$ cat config.mk
export PLATFORM = sky130hd
export DESIGN_NAME = seq_divider_flat
export DESIGN_NICKNAME = d
export VERILOG_FILES = /design/src/rtl/seq_divider_pkg.sv /design/src/rtl/seq_divider_if.sv /design/src/rtl/seq_divider_div_step.sv /design/src/rtl/seq_divider.sv /design/src/flat_wrapper.sv
export SDC_FILE = /design/constraint.sdc
export NUM_CORES = 1
export LEC_CHECK = 0
export BUFFER_PORTS_ARGS = -buffer_cell sky130_fd_sc_hd__buf_2
export CAP_MARGIN = 10
export CORE_MARGIN = 5
export CORE_UTILIZATION = 54
export CTS_BUF_LIST = sky130_fd_sc_hd__clkbuf_16
export DETAILED_ROUTE_END_ITERATION = 16
export PLACE_DENSITY = 0.77
export SYNTH_ARGS = -nofsm -noshare
export SYNTH_HDL_FRONTEND = slang
export SYNTH_SLANG_ARGS = --single-unit
$ cat constraint.sdc
create_clock -name clk -period 13.1 [get_ports clk]
set_input_delay 2.62 -clock clk [delete_from_list [all_inputs] [get_ports clk]]
set_output_delay 2.62 -clock clk [all_outputs]
set_load 0.01 [all_outputs]
$ cat src/rtl/seq_divider_pkg.sv
// Shared definitions for the sequential divider: FSM encoding, default width
// and the step-counter width helper.
package seq_divider_pkg;

  localparam int DIV_WIDTH = 32;

  function automatic int cnt_width(input int width);
    return $clog2(width + 1);
  endfunction

  localparam int DIV_CNT_W = cnt_width(DIV_WIDTH);

  typedef enum logic [1:0] {
    ST_IDLE = 2'b00,
    ST_CALC = 2'b01,
    ST_FIX  = 2'b10
  } div_state_e;

endpackage

$ cat src/rtl/seq_divider_if.sv
// EX-stage <-> divider handshake: request/operands/flush in, status/results out.
interface seq_divider_if
  import seq_divider_pkg::*;
#(
  parameter int WIDTH = DIV_WIDTH
);

  logic             start;
  logic             is_signed;
  logic [WIDTH-1:0] dividend;
  logic [WIDTH-1:0] divisor;
  logic             flush;
  logic             busy;
  logic             done;
  logic [WIDTH-1:0] quotient;
  logic [WIDTH-1:0] remainder;
  logic             div_by_zero;

  modport master (
    output start, is_signed, dividend, divisor, flush,
    input  busy, done, quotient, remainder, div_by_zero
  );

  modport slave (
    input  start, is_signed, dividend, divisor, flush,
    output busy, done, quotient, remainder, div_by_zero
  );

endinterface

$ cat src/rtl/seq_divider_div_step.sv
// One combinational restoring-division step: shift in the next dividend bit,
// trial-subtract the divisor through a ripple carry chain, keep or restore.
module seq_divider_div_step
  import seq_divider_pkg::*;
#(
  parameter int WIDTH = DIV_WIDTH
) (
  input  logic [WIDTH-1:0] i_rem,
  input  logic             i_dq_msb,
  input  logic [WIDTH-1:0] i_dvs,
  output logic [WIDTH-1:0] o_rem,
  output logic             o_q_bit
);

  // The remainder's top bit is kept in the shift so that unsigned divisors
  // above 2^(WIDTH-1) still divide exactly; this is a (WIDTH+1)-bit subtract.
  logic [WIDTH:0]   w_a;
  logic [WIDTH:0]   w_b;
  logic [WIDTH+1:0] w_c;
  logic [WIDTH-1:0] w_s;

  assign w_a = {i_rem, i_dq_msb};
  assign w_b = ~{1'b0, i_dvs};

  always_comb begin
    w_c    = '0;
    w_c[0] = 1'b1;
    for (int i = 0; i <= WIDTH; i++) begin
      w_c[i+1] = (w_a[i] & w_b[i]) | (w_c[i] & (w_a[i] ^ w_b[i]));
    end
  end

  genvar gi;
  generate
    for (gi = 0; gi < WIDTH; gi++) begin : g_sum
      assign w_s[gi] = w_a[gi] ^ w_b[gi] ^ w_c[gi];
    end
  endgenerate

  // Carry out of the top bit means no borrow: the divisor fits.
  assign o_q_bit = w_c[WIDTH+1];
  assign o_rem   = o_q_bit ? w_s : w_a[WIDTH-1:0];

endmodule

$ cat src/rtl/seq_divider.sv
// Multi-cycle restoring divider for MIPS DIV/DIVU: quotient to LO, remainder
// to HI, WIDTH+2 cycles from start to the done pulse.
module seq_divider
  import seq_divider_pkg::*;
#(
  parameter int WIDTH = DIV_WIDTH
) (
  input  logic         clk,
  input  logic         rst,
  seq_divider_if.slave bus
);

  localparam int CNT_W = (WIDTH == DIV_WIDTH) ? DIV_CNT_W : cnt_width(WIDTH);

  div_state_e       r_state;
  logic [CNT_W-1:0] r_cnt;
  logic [WIDTH-1:0] r_dq;
  logic [WIDTH-1:0] r_dvs;
  logic [WIDTH-1:0] r_rem;
  logic [WIDTH-1:0] r_dividend;
  logic             r_neg_q;
  logic             r_neg_r;
  logic             r_dvz;
  logic             r_busy;
  logic             r_done;
  logic [WIDTH-1:0] r_quotient;
  logic [WIDTH-1:0] r_remainder;
  logic             r_div_by_zero;

  logic             w_start_ok;
  logic             w_dd_neg;
  logic             w_ds_neg;
  logic [WIDTH-1:0] w_dd_mag;
  logic [WIDTH-1:0] w_ds_mag;
  logic [WIDTH-1:0] w_step_rem;
  logic             w_step_q;
  logic [WIDTH-1:0] w_q_final;
  logic [WIDTH-1:0] w_r_final;

  assign w_start_ok = bus.start & ~bus.flush;
  assign w_dd_neg   = bus.is_signed & bus.dividend[WIDTH-1];
  assign w_ds_neg   = bus.is_signed & bus.divisor[WIDTH-1];
  // Magnitudes are unsigned, so negating MIN yields 2^(WIDTH-1) as intended.
  assign w_dd_mag   = w_dd_neg ? -bus.dividend : bus.dividend;
  assign w_ds_mag   = w_ds_neg ? -bus.divisor  : bus.divisor;

  seq_divider_div_step #(
    .WIDTH (WIDTH)
  ) u_div_step (
    .i_rem    (r_rem),
    .i_dq_msb (r_dq[WIDTH-1]),
    .i_dvs    (r_dvs),
    .o_rem    (w_step_rem),
    .o_q_bit  (w_step_q)
  );

  // Divide-by-zero reports all-ones and the untouched dividend, bypassing sign fix.
  assign w_q_final = r_dvz ? '1         : (r_neg_q ? -r_dq  : r_dq);
  assign w_r_final = r_dvz ? r_dividend : (r_neg_r ? -r_rem : r_rem);

  always_ff @(posedge clk or posedge rst) begin
    if (rst) begin
      r_state       <= ST_IDLE;
      r_cnt         <= '0;
      r_dq          <= '0;
      r_dvs         <= '0;
      r_rem         <= '0;
      r_dividend    <= '0;
      r_neg_q       <= 1'b0;
      r_neg_r       <= 1'b0;
      r_dvz         <= 1'b0;
      r_busy        <= 1'b0;
      r_done        <= 1'b0;
      r_quotient    <= '0;
      r_remainder   <= '0;
      r_div_by_zero <= 1'b0;
    end else begin
      r_done <= 1'b0;
      case (r_state)
        ST_IDLE: begin
          if (w_start_ok) begin
            r_state    <= ST_CALC;
            r_busy     <= 1'b1;
            r_cnt      <= '0;
            r_dq       <= w_dd_mag;
            r_dvs      <= w_ds_mag;
            r_rem      <= '0;
            r_dividend <= bus.dividend;
            r_neg_q    <= w_dd_neg ^ w_ds_neg;
            r_neg_r    <= w_dd_neg;
            r_dvz      <= (bus.divisor == '0);
          end
        end
        ST_CALC: begin
          if (bus.flush) begin
            r_state <= ST_IDLE;
            r_busy  <= 1'b0;
          end else begin
            r_rem <= w_step_rem;
            r_dq  <= {r_dq[WIDTH-2:0], w_step_q};
            r_cnt <= r_cnt + CNT_W'(1);
            if (r_cnt == CNT_W'(WIDTH - 1)) begin
              r_state <= ST_FIX;
            end
          end
        end
        ST_FIX: begin
          r_state <= ST_IDLE;
          r_busy  <= 1'b0;
          if (!bus.flush) begin
            r_done        <= 1'b1;
            r_quotient    <= w_q_final;
            r_remainder   <= w_r_final;
            r_div_by_zero <= r_dvz;
          end
        end
        default: begin
          r_state <= ST_IDLE;
          r_busy  <= 1'b0;
        end
      endcase
    end
  end

  assign bus.busy        = r_busy;
  assign bus.done        = r_done;
  assign bus.quotient    = r_quotient;
  assign bus.remainder   = r_remainder;
  assign bus.div_by_zero = r_div_by_zero;

endmodule

$ cat src/flat_wrapper.sv
// flat-port wrapper written by rule: the top's interface ports become plain ports
module seq_divider_flat import seq_divider_pkg::*;
#(
  parameter int WIDTH = DIV_WIDTH
)
  (clk, rst, bus_start, bus_is_signed, bus_dividend, bus_divisor, bus_flush, bus_busy, bus_done, bus_quotient, bus_remainder, bus_div_by_zero);
  seq_divider_if #(.WIDTH(WIDTH)) bus_i ();
  input  logic clk;
  input  logic rst;
  input wire logic [$bits(bus_i.start)-1:0] bus_start;
  input wire logic [$bits(bus_i.is_signed)-1:0] bus_is_signed;
  input wire logic [$bits(bus_i.dividend)-1:0] bus_dividend;
  input wire logic [$bits(bus_i.divisor)-1:0] bus_divisor;
  input wire logic [$bits(bus_i.flush)-1:0] bus_flush;
  output wire logic [$bits(bus_i.busy)-1:0] bus_busy;
  output wire logic [$bits(bus_i.done)-1:0] bus_done;
  output wire logic [$bits(bus_i.quotient)-1:0] bus_quotient;
  output wire logic [$bits(bus_i.remainder)-1:0] bus_remainder;
  output wire logic [$bits(bus_i.div_by_zero)-1:0] bus_div_by_zero;
  assign bus_i.start = bus_start;
  assign bus_i.is_signed = bus_is_signed;
  assign bus_i.dividend = bus_dividend;
  assign bus_i.divisor = bus_divisor;
  assign bus_i.flush = bus_flush;
  assign bus_busy = bus_i.busy;
  assign bus_done = bus_i.done;
  assign bus_quotient = bus_i.quotient;
  assign bus_remainder = bus_i.remainder;
  assign bus_div_by_zero = bus_i.div_by_zero;
  seq_divider #(.WIDTH(WIDTH)) u_core (.clk(clk), .rst(rst), .bus(bus_i));
endmodule
## Word level (Yosys, flattened, before mapping)

Index checks and enable logic that the tools add are counted.

| cells by class | value |
|---|---|
| multiplexer cells | 25 |
| reductions and logical operators | 8 |
| add/subtract/negate cells | 5 |
| eq/ne operators | 7 |
| bitwise operators | 169 |

Operator list:

| operator | number |
|---|---|
| $mux 32 | 11 |
| $neg 32->32 | 4 |
| $pmux 32 s2 | 2 |
| $and 1x1->1 | 68 |
| $xor 1x1->1 | 65 |
| $not 32->33 | 1 |
| $or 1x1->1 | 33 |
| $logic_not 32->1 | 1 |
| $mux 6 | 2 |
| $pmux 6 s2 | 1 |
| $reduce_and 2->1 | 4 |
| $add 6x1->6 const B | 1 |
| $eq 6x5->1 const B | 1 |
| $mux 2 | 3 |
| $mux 1 | 4 |
| $ne 2x2->1 const B | 2 |
| $pmux 2 s2 | 1 |
| $ne 3x2->1 const B | 1 |
| $reduce_and 3->1 | 1 |
| $eq 2x1->1 const B | 1 |
| $eq 2x2->1 const B | 1 |
| $logic_not 2->1 | 1 |
| $ne 2x1->1 const B | 1 |
| $not 1->1 | 2 |
| other kinds (2) | 2 |

| storage, ports and cells | value |
|---|---|
| output and inout port bits | 67 |
| bits in registers | 206 |

## Longest topological paths before layout

Gate-level depths: netlist (run 1).

| depth | value |
|---|---|
| word-level depth | 70 |
| mapped depth | 43 |
| gate-level depth less buffers | 42 |

## Hierarchy

A second synthesis (run 1) with hierarchy kept.

| unflattened totals | value |
|---|---|
| cells, all modules | 1428 |
| area total of the unflattened synthesis | 12320.6 µm² |

Modules (own cells, without submodules):

| module | instances | cells an instance | seq. area each (µm²) | area each (µm²) |
|---|---|---|---|---|
| seq_divider | 1 | 1288 | 5154.9 | 11043.1 |
| seq_divider_div_step | 1 | 140 | 0.0 | 1277.5 |

## Worst setup path before layout (run 1)

No wires, ideal clock.

| path | value |
|---|---|
| path type | register to register |
| start point | reg u_core.r_dq[31] |
| end point | reg u_core.r_rem[1] |
| arrival time | 12.779 ns |
| setup time | 0.078 ns |
| stages on the path, launching flop included | 43 |
| path slack | 0.243 ns |
| required time | 13.022 ns |
| buffers on the path | 1 |
| cells stage by stage | dfrtp_1 > inv_1 > ha_1 > inv_1 > fa_1 > inv_1 > fa_1 > inv_1 > fa_1 > fa_1 > fa_1 > fa_1 > fa_1 > fa_1 > fa_1 > fa_1 > fa_1 > fa_1 > [... 7 more ...] > fa_1 > fa_1 > fa_1 > fa_1 > fa_1 > fa_1 > fa_1 > fa_1 > fa_1 > inv_1 > fa_1 > fa_1 > inv_1 > fa_1 > nor3_1 > clkbuf_1 > a221oi_1 > a21oi_1 |

| between the ends | value |
|---|---|
| word-level cells in the longest chain between the ends | 69 |

Ends and longest elaborated chain:

| what | RTL line | RTL |
|---|---|---|
| start: declaration | seq_divider.sv:17 | `logic [WIDTH-1:0] r_dq;` |
| start signal: assignment | seq_divider.sv:85 | `r_dq <= w_dd_mag;` |
| start signal: assignment | seq_divider.sv:100 | `r_dq <= {r_dq[WIDTH-2:0], w_step_q};` |
| $and 1x1->1 or $xor 1x1->1 (tied branches) | seq_divider_div_step.sv:29 | `w_c[i+1] = (w_a[i] & w_b[i]) \| (w_c[i] & (w_a[i] ^ w_b[i]));` |
| $or 1x1->1 * | seq_divider_div_step.sv:29 |  |
| $and 1x1->1 | seq_divider_div_step.sv:29 |  |
| $or 1x1->1 | seq_divider_div_step.sv:29 |  |
| $and 1x1->1 | seq_divider_div_step.sv:29 |  |
| $or 1x1->1 | seq_divider_div_step.sv:29 |  |
| $and 1x1->1 | seq_divider_div_step.sv:29 |  |
| $or 1x1->1 | seq_divider_div_step.sv:29 |  |
| [... 53 more ...] | n/a |  |
| $or 1x1->1 | seq_divider_div_step.sv:29 |  |
| $and 1x1->1 | seq_divider_div_step.sv:29 |  |
| $or 1x1->1 | seq_divider_div_step.sv:29 |  |
| $and 1x1->1 | seq_divider_div_step.sv:29 |  |
| $or 1x1->1 | seq_divider_div_step.sv:29 |  |
| $mux 32 * | seq_divider_div_step.sv:42 | `assign o_rem = o_q_bit ? w_s : w_a[WIDTH-1:0];` |
| $mux 32 * | seq_divider.sv:95 | `if (bus.flush) begin` |
| $pmux 32 s2 * | seq_divider.sv:79 | `case (r_state)` |
| end signal: assignment | seq_divider.sv:99 | `r_rem <= w_step_rem;` |
| end: declaration | seq_divider.sv:19 | `logic [WIDTH-1:0] r_rem;` |

Every way passes the cells marked *; elsewhere a longest branch is shown, timed or not. The select of a mux whose other input is x is not followed.
A chain may end at the register's enable or synchronous reset.

## Final worst setup path (run 1)

| path | value |
|---|---|
| start point | reg u_core.r_dq[31] |
| end point | reg u_core.r_rem[21] |

| between the ends | value |
|---|---|
| word-level cells in the longest chain between the ends | 69 |

Ends and longest elaborated chain:

| what | RTL line |
|---|---|
| $and 1x1->1 or $xor 1x1->1 (tied branches) | seq_divider_div_step.sv:29 |
| $or 1x1->1 * | seq_divider_div_step.sv:29 |
| $and 1x1->1 * | seq_divider_div_step.sv:29 |
| $or 1x1->1 * | seq_divider_div_step.sv:29 |
| $and 1x1->1 * | seq_divider_div_step.sv:29 |
| $or 1x1->1 * | seq_divider_div_step.sv:29 |
| $and 1x1->1 * | seq_divider_div_step.sv:29 |
| $or 1x1->1 * | seq_divider_div_step.sv:29 |
| [... 53 more ...] | n/a |
| $or 1x1->1 | seq_divider_div_step.sv:29 |
| $and 1x1->1 | seq_divider_div_step.sv:29 |
| $or 1x1->1 | seq_divider_div_step.sv:29 |
| $and 1x1->1 | seq_divider_div_step.sv:29 |
| $or 1x1->1 | seq_divider_div_step.sv:29 |
| $mux 32 * | seq_divider_div_step.sv:42 |
| $mux 32 * | seq_divider.sv:95 |
| $pmux 32 s2 * | seq_divider.sv:79 |

Marked as above.

==> results of run 1 <==
-- flip-flops by register name (all words and copies together), names as in the netlist --
signal,count
u_core.r_state,2
u_core.r_dvs,32
u_core.bus.div_by_zero,1
u_core.r_neg_r,1
u_core.r_dvz,1
u_core.r_cnt,6
u_core.bus.busy,1
u_core.r_neg_q,1
u_core.r_dq,32
u_core.r_dividend,32
u_core.bus.remainder,32
u_core.bus.done,1
u_core.r_rem,32
u_core.bus.quotient,32
-- Yosys cell counts (4+ instances only) --
cell	count
nand2_1	165
o41ai_1	22
nor3b_1	4
nand2b_1	8
inv_1	60
or4_1	14
nor4_2	5
and3_1	14
clkbuf_1	77
o21ai_0	99
xor2_1	55
a221oi_1	30
dfrtp_1	206
a21oi_1	83
and2_1	4
nand4_1	7
nor2_1	167
buf_1	6
a21o_1	4
o22ai_1	20
a31oi_1	28
nor2b_1	5
nor3_1	23
nand3_1	21
buf_2	7
ha_1	6
o31ai_1	26
or3_1	12
o221ai_1	6
o21ai_1	4
fa_1	31
mux2i_1	11
xnor2_1	51
o211ai_1	4
a211oi_1	4
nor4_1	13
-- worst max-delay path, delay by kind of cell (launching register included) --
family / cells / cell delay [ns]
AO/OA/AOI/OAI: 1 / 0.34
buffers and inverters: 7 / 0.58
flip-flops: 1 / 0.38
adder cells (fa/ha/maj): 32 / 10.90
AND/OR/NAND/NOR: 3 / 0.28
-- per-stage QoR --
| stage | cell area, sq um | hold slack (ns) | setup TNS (ns) |
|---|---|---|---|
| detailed placement | 12860 | 0.4582 | -7.628 |
| global placement | 12860 | 0.4526 | 0 |
| CTS | 13710 | 0.4727 | 0 |
| floorplan | 12050 | 0.4379 | 0 |
| global route | 13740 | 0.4877 | 0 |
| finish | 13740 | 0.4690 | 0 |
-- worst paths after layout --
| kind | endpoint | slack (ns) | depth (start not counted) |
|---|---|---|---|
| min in group asynchronous | u_core.bus.remainder[19] | 2.32 | 2 |
| min reg2reg | u_core.r_dividend[5] | 0.47 | 2 |
| max reg2reg | u_core.r_rem[21] | 0.48 | 43 |
| max in group asynchronous | u_core.r_rem[31] | 9.36 | 3 |
| min | u_core.r_dividend[5] | 0.47 | 2 |
| max | u_core.r_rem[21] | 0.48 | 43 |
-- per-layer routing --
layer	vias to the layer above	GRT usage (%)	part of all wire, %
met4	0	7.677	2.9
met2	390	39.06	46
met5	-	0	0
met1	5087	36.27	44
met3	55	3.443	7.1
li1	4931	-	-
-- where the power goes --
part           internal (mW)  switching, mW  total [mW]
clock                  0.385          0.268       0.653
combinational          0.265          0.340       0.605
sequential             0.737          0.163       0.901
-- area by class of cell --
type,count,area (sq um)
Fill cell,1860,8147
Multi-Input combinational cell,990,6340
Sequential cell,206,5155
Timing Repair Buffer,157,893.4
Clock buffer,25,625.6
Tap cell,280,350.3
Inverter,60,232.7
Clock inverter,19,145.1
Antenna cell,1,2.502
-- cell families (layout without fill, tap and decap cells) --
| kind of cell | count (synthesis) | in the layout |
|---|---|---|
| fa+ha+maj | 37 | 37 |
| mux | 12 | 12 |
| buf+inv | 159 | 261 |
| compound gates | 352 | 352 |
| xor+xnor | 106 | 106 |
| other cells | 0 | 1 |
| flops | 206 | 206 |
| simple gates | 483 | 483 |
-- repair_timing --
action / CTS / global route
setup endpoints to repair: 32 / 33
cloned: 1 / 0
resized for setup: 13 / 12
pin swaps: 1 / 1
buffers inserted: 2 / 0
==> results.cfg, run 1 <==
[cells_and_area]
layout_commonest_cell = dfrtp_1
fin_cells = 1738
final_cell_mix = 206 x dfrtp_1, 166 x nor2_1, 165 x nand2_1, 135 x buf_2, 98 x o21ai_0
nNetsFinal = 1545
drive_gt1_share_pct = 16.68
syn_to_final_growth_pct = 14.05
post-route-util_pct = 62.79

[floorplanning]
fp.dieH_um = 159.4
coreArea_sq_mm = 0.02189
start_util_pct = 55.05
dieArea_sq_mm = 0.02541
fp.dieW_um = 159.4
rows = 54
ios = 136

[sta]
fin_crit_sh_pct = 96.36
rsz0062_at_grt = no
fin_ws_ns = 0.4768
max_freq_ghz = 0.07922
tightest_slew_ns = 1.072
finalSetupViolCount = 0
fin_skew_ns = 0.01265
finalHoldViolations = 0
min_period_ns = 12.62
timing.slew.headroom_pct = 28.56
final-max-slew-violation-count = 0

[synth]
synth.distinct_cells = 67
yosys.area_share.simple_pct = 18.75
synth-seq-area-share_pct = 42.77
synth_area_leaders = dfrtp_1 43%, nor2_1 5.2%, fa_1 5.1%
synth_top_family_by_area = simple AND/OR/NAND/NOR gates
ys.flop_type = dfrtp_1
synth_top_cell_by_area = dfrtp_1
synth-edff-count = 0
synth_fp_nets = 1461
async_flop_share_pct = 100.0
synth_mux_area_share_pct = 1.007
synth_xor_xnor_area_share_pct = 7.703
ys_warn_count = 0
syn_area_per_cell_sq_um = 8.894
synth_compound_area_share_pct = 18.46
syn_area_sq_mm = 0.01205
synth_adder_area_share_pct = 5.772
ys_seq_elements = 206
netlist_instances = 1355
synth_top_area_share_pct = 42.77

[placement]
pre_cts_ws_ns = -0.3122
globalplace.congestion = 0.9215
port_buffers = 135
dp.cells = 1690
hpwlAfterDp_mm = 22.89

[detailed_routing]
dr_total_vias = 10463
route.detailed.drc = 0
viasPerCell = 6.020
drt-pass1-iter-count = 5
wl_per_cell_um = 18.67
routed_wl_mm = 32.45
ant_nets = 0
drt-initial-drc-count = 922

[run_status]
status = finished clean

[clock_network]
cts.htree.levels = 1
cts_buffer_depth = 3
cts_tree = done
cts_buffers = 24
clock-root-buffer = clkbuf_16
cts_hold_buf = 0
path_clk_slew_ns = 0.06
numClockSinks = 206
insertion_delay_ns = 0.52

[setup_path]
crit_path_start = u_core.r_dq[31]
reg2reg_from = u_core.r_dq[31]
cpMaxStageDelayCell = fa_1
crit_type = reg2reg
endpoint_kind = register
cp.required_ns = 13.49
critPathMaxFanout = 27
cp_data_arrival_time_ns = 13.01
slowest_delay_ns = 0.39
crit_path_start_kind = register
crit_top_cell = fa_2

[power]
power_mw = 2.159
power.leakage_nw = 6.219
power.density_mw_per_mm2 = 157.1
peakVddDrop_mv = 0.07551

[worst_hold_path]
hp-start = u_core.r_dividend[5]
min_path_type = reg2reg

[job]
cap_violations = 0

[grt]
grt_usage_pct = 24.92
grt_pass1_wl_mm = 53.34
antenna_found_initial = 1
grt.overflow.total = 0
grt_pass1_vias = 10142
grt_start_max_net_pins = 143
No activity file was read; power rests on OpenSTA's default activity.
==> run 2: changes to the inputs <==
- CORE_ASPECT_RATIO: unset -> 0.9
==> run 2 against run 1 <==
  * Sequential power is essentially flat
  * Register-to-register slack lost 0.04 ns
  * Core utilization shrank 0.29 points
  * Flip-flop and latch count is the same
  * Total power shrank 1.8%
  * Clock skew shrank 0.0042 ns
  * Clock-buffer cell count shrank 2
  * Design area shrank 0.76%
  * Highest routed layer unchanged
==> results.cfg, run 2 (same netlist as run 1, synthesis figures left out) <==
[power]
power.leakage_nw = 6.149
power.density_mw_per_mm2 = 155.4
peakVddDrop_mv = 0.06961

[sta]
finalSetupViolCount = 0
fin_skew_ns = 0.008442
finalHoldViolations = 0
max_freq_ghz = 0.07900
final-max-slew-violation-count = 0
timing.slew.headroom_pct = 29.57
fin_ws_ns = 0.4418
tightest_slew_ns = 1.056
fin_crit_sh_pct = 96.63
rsz0062_at_grt = no
min_period_ns = 12.66

[worst_hold_path]
whs_path_depth = 2
min_to = u_core.r_dividend[29]
min_path_type = reg2reg
hp-start = u_core.r_dividend[29]

[detailed_routing]
wl_per_cell_um = 18.87
viasPerCell = 6.032
dr_total_vias = 10478
drt-pass1-iter-count = 5
ant_nets = 0
route.detailed.drc = 0
routed_wl_mm = 32.78
drt-initial-drc-count = 987

[floorplanning]
fp.dieW_um = 167.5
start_util_pct = 55.22
dieArea_sq_mm = 0.02541
coreArea_sq_mm = 0.02182
fp.dieH_um = 151.7
rows = 51
ios = 136

[setup_path]
reg2reg_to = u_core.r_rem[1]
cpMaxStageDelayCell = fa_1
endpoint_kind = register
critPathMaxFanout = 16
crit_path_start_kind = register
worstRegToRegCells = 44
slowest_delay_ns = 0.40
crit_top_cell = fa_2
reg2reg_from = u_core.r_dq[31]
rrSetupSlack_ns = 0.44
cp_data_arrival_time_ns = 13.08
crit_type = reg2reg
cp.required_ns = 13.52

[cells_and_area]
nFillCells = 1875
syn_to_final_growth_pct = 13.17
diodes = 0
nNetsFinal = 1542
layout_commonest_cell = dfrtp_1
drive_gt1_share_pct = 16.04
post-route-util_pct = 62.50
final_cell_mix = 206 x dfrtp_1, 166 x nor2_1, 165 x nand2_1, 135 x buf_2, 99 x o21ai_0

[clock_network]
path_clk_slew_ns = 0.06
insertion_delay_ns = 0.50
cts.htree.levels = 1
numClockSinks = 206
cts_tree = done
clock-root-buffer = clkbuf_16
cts_buffer_depth = 3
cts_hold_buf = 0
cts_buffers = 23

[placement]
port_buffers = 135
globalplace.congestion = 0.9007
hpwlAfterDp_mm = 23.10
pre_cts_ws_ns = -0.2223

[run_status]
status = finished clean

[grt]
grt_start_max_net_pins = 134
antenna_found_initial = 0
grt_pass1_vias = 9974
grt.overflow.total = 0
grt_pass1_wl_mm = 53.35
grt_usage_pct = 25.72

[job]
cap_violations = 0
[run 2: cell count changes in the layout (fill, tap and decap cells not counted), moves of 2 or more]
| cell | delta |
|---|---|
| a221oi_2 | -2 |
| inv_1 | -2 |
| buf_6 | -2 |
| a221oi_1 | +2 |
| clkinv_2 | -5 |
| clkbuf_16 | -2 |
[run 2: critical path, delay by kind of cell (launching register included)]
family | cells | cell delay [ns]
fa+ha+maj | 32 | 10.85
flops | 1 | 0.37
buf+inv | 9 | 0.85
simple gates | 1 | 0.22
compound gates | 2 | 0.25
[run 2: how the worst max path moves through the flow]
stage                               start          endpoint  slack (ns)  cells past startpoint
after floorplan           u_core.r_dq[31]   u_core.r_rem[1]        0.24                     42
after global placement    u_core.r_dq[31]   u_core.r_rem[1]        0.04                     43
after detailed placement  u_core.r_dq[31]  u_core.r_rem[17]       -0.22                     43
after CTS                 u_core.r_dq[31]   u_core.r_rem[1]       0.007                     44
after global routing      u_core.r_dq[31]   u_core.r_rem[0]        0.02                     44
final                     u_core.r_dq[31]   u_core.r_rem[1]        0.44                     44
[run 2: routing by layer]
layer / track usage [%] / routed length [um] / up-vias
met4: 5.193 / 544 / 0
met1: 38.67 / 14760 / 5076
li1: - / - / 4931
met5: 0 / 0 / -
met2: 40.04 / 14650 / 429
met3: 4.047 / 2820 / 42
[run 2: what timing repair did]
item	in CTS	in global routing
gates cloned	1	0
buffers inserted	1	0
pin swaps	1	2
gates resized for setup	9	11
setup endpoints to repair	32	33
[run 2: layout make-up]
class / count / area (sq um) / share of cell area (%)
timing repair buffer: 155 / 875.8 / 6.421
inverter: 60 / 232.7 / 1.706
multi-input combinational: 990 / 6330 / 46.41
tap: 291 / 364.1 / 2.669
sequential: 206 / 5155 / 37.79
clock inverter: 12 / 106.4 / 0.7797
clock buffer: 23 / 575.6 / 4.220
[run 2: per-stage QoR]
stage	power [mW]	hold WS (ns)	instances	TNS (ns)	instance area (sq um)
floorplan	1.283	0.4379	1355	0	12050
global placement	1.451	0.4528	1700	0	12860
detailed placement	1.481	0.4574	1700	-5.503	12860
CTS	2.105	0.4718	1737	0	13610
global route	2.251	0.4911	1737	0	13640
finish	2.120	0.4700	1737	0	13640
[run 2: where the power goes]
group | internal [mW] | total, mW | switching [mW]
Combinational | 0.266 | 0.611 | 0.345
Clock | 0.354 | 0.605 | 0.251
Sequential | 0.737 | 0.904 | 0.167
==> run 3: changes to the inputs <==
- CORE_UTILIZATION: 54 -> 55
- CTS_BUF_LIST: sky130_fd_sc_hd__clkbuf_16 -> sky130_fd_sc_hd__clkbuf_8
- PLACE_DENSITY: 0.77 -> 0.79
- SETUP_SLACK_MARGIN: unset -> 0.05
==> run 3 against run 2 <==
  * Combinational power is 0.7% lower
  * Hold slack better by 0.0028 ns
  * Sequential power hardly changed
  * Sequential share of layout area is 0.18 points lower
  * First-iteration DRC count is 3.3% higher
  * Critical path depth is 1 lower
  * Non-clock buffer count is 1 higher
  * Flip-flop and latch count stayed put
  * Routed wire length hardly changed
  * Critical path type unchanged
==> results.cfg, run 3 (same netlist as run 1, synthesis figures left out) <==
[sta]
fin_skew_ns = 0.02364
finalSetupViolCount = 0
min_period_ns = 12.68
max_freq_ghz = 0.07884
fin_ws_ns = 0.4164
timing.slew.headroom_pct = 29.72
finalHoldViolations = 0
final-max-slew-violation-count = 0
fin_crit_sh_pct = 96.82
rsz0062_at_grt = no
tightest_slew_ns = 1.054

[setup_path]
slowest_delay_ns = 0.40
endpoint_kind = register
crit_path_start_kind = register
worstRegToRegCells = 43
crit_top_cell = fa_1
crit_path_start = u_core.r_dq[31]
cpMaxStageDelayCell = fa_1
critPathMaxFanout = 27
rrSetupSlack_ns = 0.42
reg2reg_from = u_core.r_dq[31]
crit_type = reg2reg
cp.required_ns = 13.47
reg2reg_to = u_core.r_rem[28]
cp_data_arrival_time_ns = 13.06

[power]
p_sw_share_pct = 36.85
power.density_mw_per_mm2 = 153.8
power_mw = 2.108
seqPwrFrac_pct = 42.7
power.leakage_nw = 6.230
p_int_mw = 1.331
comb_power_share_pct = 28.8
power.share.clock_pct = 28.5
p_switching_mw = 0.7765
peakVddDrop_mv = 0.06240

[clock_network]
cts.htree.levels = 2
clock-root-buffer = clkbuf_8
path_clk_slew_ns = 0.06
cts_buffers = 36
insertion_delay_ns = 0.54
cts_tree = done
cts_hold_buf = 0
numClockSinks = 206
cts_buffer_depth = 3

[run_status]
status = finished clean

[grt]
use_met1_pct = 37.48
grt_start_max_net_pins = 138
use_met3_pct = 6.905
grt_pass1_wl_mm = 53.40
grt_usage_pct = 26.15
grt_pass1_vias = 10215
grt.busiest_layer = met2
grt_use_met2_pct = 39.35
antenna_found_initial = 1
grt.overflow.total = 0

[floorplanning]
rows = 51
fp.dieW_um = 166.0
ios = 136
dieArea_sq_mm = 0.02498
start_util_pct = 55.71
fp.dieH_um = 150.4
coreArea_sq_mm = 0.02163

[placement]
placed_area_sq_mm = 0.01286
hpwlAfterDp_mm = 22.70
globalplace.congestion = 0.8914
port_buffers = 135
pre_cts_ws_ns = -0.1737

[detailed_routing]
viasPerCell = 6.010
drt-initial-drc-count = 1020
wl_per_cell_um = 18.56
drt-pass1-iter-count = 5
routed_wl_mm = 32.79
ant_nets = 0
dr_total_vias = 10613
route.detailed.drc = 0

[cells_and_area]
multi_input_area_sq_mm = 0.006344
final_cell_area_sq_mm = 0.01371
nNetsFinal = 1556
drive_gt1_share_pct = 17.37
final_cell_mix = 206 x dfrtp_1, 167 x nor2_1, 165 x nand2_1, 135 x buf_2, 99 x o21ai_0
regArea_sq_mm = 0.005155
syn_to_final_growth_pct = 13.72
layout_commonest_cell = dfrtp_1
nFillCells = 1820

[worst_hold_path]
hp-start = u_core.bus.remainder[17]
whs_path_depth = 2
min_path_type = reg2reg
min_to = u_core.bus.remainder[17]

[job]
cap_violations = 0
run 3: cell types whose count changed in the layout (fill, tap and decap cells not counted), sizes merged:
cell,delta
clkinv,-5
bufbuf,-1
buf,+2
diode,+1
inv,+9
clkbuf,+22
clkinvlp,+2
bufinv,-1
run 3: layout make-up:
cell class,instances,area share [%]
clock buffers,45,4.519
multi-input cells,990,46.28
clock inverters,17,0.7486
well taps,291,2.657
flip-flops and latches,206,37.61
diodes,1,0.01826
inverters,60,1.698
repair buffers,156,6.463
run 3: power by group through the flow:
stage	registers (mW)	logic [mW]	clock network [mW]
finish	0.901	0.607	0.600
global route	0.920	0.684	0.640
CTS	0.896	0.592	0.609
detailed placement	0.904	0.568	0
global placement	0.899	0.546	0
floorplan	0.838	0.445	0
run 3: worst max-delay path by stage:
stage / to / slack, ns / depth (start not counted)
final: u_core.r_rem[28] / 0.42 / 43
after global routing: u_core.r_rem[28] / 0.003 / 43
after CTS: u_core.r_rem[28] / 0.06 / 44
after detailed placement: u_core.r_rem[11] / -0.17 / 43
after global placement: u_core.r_rem[1] / 0.03 / 43
after floorplan: u_core.r_rem[1] / 0.24 / 42
run 3: critical path, delay by kind of cell (launching register included):
family / cells / cell delay (ns)
AND/OR/NAND/NOR: 2 / 0.23
flip-flops: 1 / 0.38
AO/OA/AOI/OAI: 2 / 0.42
buffers and inverters: 7 / 0.57
adder cells (fa/ha/maj): 32 / 10.88
run 3: repair_timing:
action / in CTS / in global routing
setup buffers: 1 / 1
endpoints found under the hold margin: 0 / 0
endpoints found under the setup margin: 32 / 32
gates cloned: 1 / 0
resized for setup: 11 / 12
pin swaps: 1 / 1
run 3: per-stage QoR:
stage | utilization, % | cells | hold WS, ns | TNS (ns)
detailed placement | 59.47 | 1700 | 0.4575 | -3.909
floorplan | - | 1355 | 0.4379 | 0
CTS | 63.18 | 1764 | 0.4736 | 0
global placement | 59.47 | 1700 | 0.4548 | 0
global route | 63.36 | 1766 | 0.4895 | 0
finish | 63.36 | 1766 | 0.4727 | 0
run 3: per-layer routing:
metal,vias up,share of wire (%)
met1,5192,44
met2,399,45
met5,-,0
li1,4962,-
met3,60,9.1
met4,0,2.2
